<file path="src/rtl/keypad_scanner_pkg.sv">
// Shared definitions for the keypad scanner and the 7-segment display driver.
package keypad_scanner_pkg;

  localparam int KEY_CODE_W = 4;

  typedef enum logic [1:0] {
    SCAN     = 2'd0,
    DEBOUNCE = 2'd1,
    HELD     = 2'd2,
    RELEASE  = 2'd3
  } scan_state_t;

  // Index of the lowest active-low row; only meaningful when some row is low.
  function automatic logic [1:0] lowest_low_row(input logic [3:0] rows);
    if (!rows[0])      lowest_low_row = 2'd0;
    else if (!rows[1]) lowest_low_row = 2'd1;
    else if (!rows[2]) lowest_low_row = 2'd2;
    else               lowest_low_row = 2'd3;
  endfunction

endpackage

</file>
<file path="src/rtl/keypad_scanner_tick_gen.sv">
// Free-running prescaler producing a one-cycle scan tick every 2**SCAN_BITS clocks.
module scan_tick_gen #(
  parameter int SCAN_BITS = 16
) (
  input  logic clk,
  input  logic reset,
  output logic tick
);

  logic [SCAN_BITS-1:0] prescaler;

  // Prescaler counts up and wraps from all-ones to zero.
  always_ff @(posedge clk or posedge reset) begin
    if (reset) prescaler <= '0;
    else       prescaler <= prescaler + 1'b1;
  end

  assign tick = (prescaler == '1);

endmodule

</file>
<file path="src/rtl/keypad_scanner.sv">
// 4x4 matrix keypad scanner: one-cold column drive, synchronized row sampling,
// press/release debounce and a 0-F key code with a single-cycle valid strobe.
module keypad_scanner
  import keypad_scanner_pkg::*;
#(
  parameter int SCAN_BITS      = 16,
  parameter int DEBOUNCE_SCANS = 4
) (
  input  logic                  clk,
  input  logic                  reset,
  input  logic [3:0]            rows_n,
  output logic [3:0]            cols_n,
  output logic [KEY_CODE_W-1:0] key_code,
  output logic                  key_valid,
  output logic                  key_held
);

  localparam int CW = $clog2(DEBOUNCE_SCANS + 1);
  localparam logic [CW-1:0] CNT_MAX = CW'(DEBOUNCE_SCANS);

  logic          tick;
  logic [3:0]    rows_meta, rows_s;
  scan_state_t   state, state_nxt;
  logic [1:0]    col_idx, col_nxt;
  logic [1:0]    row_idx, row_nxt;
  logic [CW-1:0] cnt, cnt_nxt, cnt_inc;
  logic          accept;
  logic          row_high;

  scan_tick_gen #(.SCAN_BITS(SCAN_BITS)) u_tick (
    .clk   (clk),
    .reset (reset),
    .tick  (tick)
  );

  // Two-flop synchronizer for the asynchronous row inputs; idle level is all-high.
  always_ff @(posedge clk or posedge reset) begin
    if (reset) begin
      rows_meta <= '1;
      rows_s    <= '1;
    end else begin
      rows_meta <= rows_n;
      rows_s    <= rows_meta;
    end
  end

  assign cnt_inc  = (cnt >= CNT_MAX) ? cnt : cnt + 1'b1;
  assign row_high = rows_s[row_idx];

  // Next-state logic; every decision is qualified by the scan tick.
  always_comb begin
    state_nxt = state;
    col_nxt   = col_idx;
    row_nxt   = row_idx;
    cnt_nxt   = cnt;
    accept    = 1'b0;
    if (tick) begin
      case (state)
        SCAN: begin
          if (rows_s != '1) begin
            row_nxt = lowest_low_row(rows_s);
            cnt_nxt = CW'(1);
            if (DEBOUNCE_SCANS == 1) begin
              accept    = 1'b1;
              state_nxt = HELD;
            end else begin
              state_nxt = DEBOUNCE;
            end
          end else begin
            col_nxt = col_idx + 1'b1;
          end
        end
        DEBOUNCE: begin
          if (!row_high) begin
            cnt_nxt = cnt_inc;
            if (cnt_inc == CNT_MAX) begin
              accept    = 1'b1;
              state_nxt = HELD;
            end
          end else begin
            state_nxt = SCAN;
            col_nxt   = col_idx + 1'b1;
          end
        end
        HELD: begin
          if (row_high) begin
            cnt_nxt = CW'(1);
            if (DEBOUNCE_SCANS == 1) begin
              state_nxt = SCAN;
              col_nxt   = col_idx + 1'b1;
            end else begin
              state_nxt = RELEASE;
            end
          end
        end
        RELEASE: begin
          if (row_high) begin
            cnt_nxt = cnt_inc;
            if (cnt_inc == CNT_MAX) begin
              state_nxt = SCAN;
              col_nxt   = col_idx + 1'b1;
            end
          end else begin
            state_nxt = HELD;
          end
        end
        default: state_nxt = SCAN;
      endcase
    end
  end

  // State, counters and output registers. cols_n is decoded from the next
  // column index so it moves on the same edge as col_idx.
  always_ff @(posedge clk or posedge reset) begin
    if (reset) begin
      state     <= SCAN;
      col_idx   <= '0;
      row_idx   <= '0;
      cnt       <= '0;
      cols_n    <= 4'b1110;
      key_code  <= '0;
      key_valid <= 1'b0;
      key_held  <= 1'b0;
    end else begin
      state     <= state_nxt;
      col_idx   <= col_nxt;
      row_idx   <= row_nxt;
      cnt       <= cnt_nxt;
      cols_n    <= ~(4'b0001 << col_nxt);
      key_valid <= accept;
      key_held  <= (state_nxt == HELD) || (state_nxt == RELEASE);
      if (accept) key_code <= {row_nxt, col_idx};
    end
  end

endmodule

</file>
<file path="config.mk">
export PLATFORM = sky130hd
export DESIGN_NAME = keypad_scanner
export DESIGN_NICKNAME = d
export VERILOG_FILES = /design/src/rtl/keypad_scanner_pkg.sv /design/src/rtl/keypad_scanner_tick_gen.sv /design/src/rtl/keypad_scanner.sv
export SDC_FILE = /design/constraint.sdc
export NUM_CORES = 1
export LEC_CHECK = 0
export BUFFER_PORTS_ARGS = -buffer_cell sky130_fd_sc_hd__buf_4
export CORE_MARGIN = 2
export CORE_UTILIZATION = 46
export CTS_BUF_LIST = sky130_fd_sc_hd__clkbuf_16
export DETAILED_ROUTE_END_ITERATION = 8
export GPL_TIMING_DRIVEN = 1
export HOLD_SLACK_MARGIN = 0.15
export PLACE_DENSITY = 0.64
export RECOVER_POWER = 25
export SLEW_MARGIN = 30
export SYNTH_ARGS = -nofsm -noshare
export SYNTH_HDL_FRONTEND = slang
export SYNTH_HIERARCHICAL = 1
export SYNTH_SLANG_ARGS = --single-unit
</file>
<file path="constraint.sdc">
create_clock -name clk -period 5.1 [get_ports clk]
set_input_delay 0.765 -clock clk [delete_from_list [all_inputs] [get_ports clk]]
set_output_delay 0.765 -clock clk [all_outputs]
set_load 0.01 [all_outputs]
</file>
==> impl_results.md <==
- Detail Placement HPWL: 2240 um
- Worst skew pair latency: 0.29 ns
- Fin crit share: 55.2%
- Grt total ovfl: 0
- Tightest Pin Transition: 0.986 ns
- Routed Antenna Nets: 0
- Core footprint: 3940 um^2
- Site Rows: 23
- Reg2Reg Depth: 8
- CTS tree: built
- Max_cap viols: 0
- Die X: 67.7 um
- Vias: 1,181
- Wire per inst: 13.4 um
- Top-area cell type share of the netlist area: 42.9%
- CP max stage cell: o31ai_1
- Via density: 5.23
- P&R area growth vs syn: 17.3%
- Max-slew headroom: 34.2%
- Max VDD drop: 226 uV
- Post_cts resized: 0
- Critical Path AT: 3.02 ns
- DRC Markers: 0
- Cell Pwr Density: 309 nW/um^2
- Ratio of cells with drive above 1 in the final layout: 28.4%
- Worst hold-check path type: flip-flop to flip-flop
- Antenna diodes: 0
- RSZ-0062 raised after global routing: no
- IO Pins: 16
- Setup crit start kind: flip-flop
- Delay-heaviest family, CP: simple AND/OR/NAND/NOR gates
- Setup TNS: 0 ns
- Reg2reg start: u_tick/prescaler[0]
- Endpoints failing hold: 0
- Register area share after synthesis: 58.3%
- Yosys warns: 6
- H-tree depth: 2
- Hold depth: 0
- CP Cell Sequence: ha_1, and2_1, nand4_4, nor4_2, nand2b_1, o31ai_1, a31oi_1, o22ai_1
- Pin count of the biggest net entering global routing: 28
- Dpl cell area: 2040 um^2
- Initial antenna violation count: 0
- Die Area: 4590 um^2
- First-pass GRT wire length: 5380 um
- Crit path largest cell delay: 0.67 ns
- Cell taking the most area after synthesis: dfrtp_1
- Ranking of synthesized cells by area: dfrtp_1 43%, dfstp_2 15%, xnor2_1 5.2%
- Post-CTS Setup Bufs: 0
- Final min period: 2.82 ns
- Starting Density: 47.4%
- Clock slew at reported path FFs: 0.06 ns
- Fillers: 337
- CP Class: flip-flop to flip-flop
- Overall Power: 0.000678 W
- Post-Synthesis Cell Area: 1870 um^2
- Height of the die: 67.7 um
- Yosys cell types: 37
- Clk_skew: 0.00731 ns
- Gp weighted congestion: 0.789
- CP bufs+invs: 0
- CP Launch Point: u_tick/prescaler[0]
- CP endpoint kind: flip-flop
- Largest fanout on the critical path: 6
- TritonCTS Buffers: 5
- Buffers added on ports: 15
- Stages on worst setup path: 8
- Final setup fails: 0
- Initial DRC Count: 46
- Main synth FF type: dfrtp_1
- Root buffer cell: clkbuf_16
- Via count of the first global-routing pass: 1,218
- Hold path start: rows_meta[2]
- Design area: 2190 um^2
- Post-synth EDFFs: 0
- Hold-fix buffers, CTS: 0
- Clock buffer depth: 2
- Cell count after synthesis: 155
- Pre-antenna DRT Iters: 6
- Critical Path RT: 5.31 ns
- Reg-to-reg slack, setup: 2.28 ns
- Sink Count: 43
- Syn Nets: 164
- Outcome: complete, no violations
- Leak pwr: 0.974 nW
- GR Util All Layers: 16.4%
- Final net count: 184
- Fraction of registers with async set/reset: 100%
- Synth Area per Inst: 12.1 um^2
- WL final: 3030 um
- Yosys reg bits: 43
- Slew Viols, Final: 0
- F_max: 355 MHz
==> cell usage after synthesis, types with 2 or more instances <==
| cell type | count |
|---|---|
| dfrtp_1 | 32 |
| nand2_1 | 13 |
| inv_1 | 12 |
| dfstp_2 | 11 |
| xnor2_1 | 11 |
| a21oi_1 | 9 |
| nor2_1 | 9 |
| nand3_1 | 5 |
| xor2_1 | 5 |
| mux2_2 | 4 |
| nand2b_1 | 4 |
| a31oi_1 | 3 |
| ha_1 | 3 |
| mux2i_1 | 3 |
| nor3_2 | 3 |
| o22ai_1 | 3 |
| and3_1 | 2 |
| clkbuf_1 | 2 |
| nand4_1 | 2 |
| o21ai_0 | 2 |
==> flip-flops by register name, indices dropped and copies added, names as in the netlist <==
name and count:
key_valid 1, key_code 4, rows_s 4, col_idx 2
cols_n 4, rows_meta 4, key_held 1, cnt 3
state 2, row_idx 2, u_tick/prescaler 16
==> per-layer routing <==
| metal | vias to the layer above | wire, um | global-route usage [%] |
|---|---|---|---|
| met5 | - | 0 | 0 |
| met4 | 0 | 66 | 8.67 |
| met3 | 6 | 115 | 5.83 |
| met2 | 19 | 1550 | 26.7 |
| met1 | 580 | 1290 | 18.8 |
| li1 | 576 | - | - |
==> layout make-up <==
class                      instances  area [um^2]  area share (%)
clock buffer                       5          125            5.71
clock inverter                     3         25.0            1.14
inverter                          12         45.0            2.05
multi-input combinational         98          732            33.4
sequential                        43         1090            49.7
tap                               50         62.6            2.85
timing repair buffer              15          113            5.14
==> cell families after synthesis <==
logic type                 after synthesis  synth area share (%)
DFF                                     43                  58.3
adders and majority gates                3                  2.01
buffers and inverters                   14                  2.81
xor gates and xnor gates                16                  7.50
muxes                                    8                  5.22
AOI/OAI and AO/OA                       23                  8.84
and+or+nand+nor                         48                  15.3
==> final timing paths <==
path                                            end
worst min register to register            rows_s[2]
worst min-delay path                      rows_s[2]
worst max register to register               cnt[1]
worst max-delay path                         cnt[1]
max in group asynchronous                col_idx[1]
min in group asynchronous       u_tick/prescaler[4]
==> cells in the final DEF, fill, tap and decap left out, types with 2 or more instances in the layout <==
cell type / count
nor3_2: 3
mux2_2: 4
nand3_1: 5
mux2i_1: 3
a21oi_1: 9
clkinv_4: 2
dfrtp_1: 32
nor2_1: 9
nand4_1: 2
xor2_1: 5
nand2_1: 13
o21ai_0: 2
ha_1: 3
dfstp_2: 11
nand2b_1: 4
xnor2_1: 11
clkbuf_16: 5
and3_1: 2
inv_1: 12
buf_4: 10
a31oi_1: 3
clkbuf_4: 5
o22ai_1: 3
==> metrics by stage <==
step	utilization [%]	cells	hold WS, ns	setup slack (ns)
after floorplan	-	155	0.345	2.39
after global placement	51.6	218	0.346	2.15
after detailed placement	51.6	218	0.348	1.98
after CTS	55.4	226	0.357	1.94
after global routing	55.6	226	0.360	2.03
final	55.6	226	0.356	2.28
==> power breakdown <==
group / total (W) / leakage [nW] / internal [W] / switching [W]
registers: 0.000350 / 0.548 / 0.000347 / 0.00000259
clock network: 0.000316 / 0.0700 / 0.000183 / 0.000133
logic: 0.0000121 / 0.355 / 0.00000372 / 0.00000838
total: 0.000678 / 0.974 / 0.000534 / 0.000144
(Power assumes the default switching activity.)
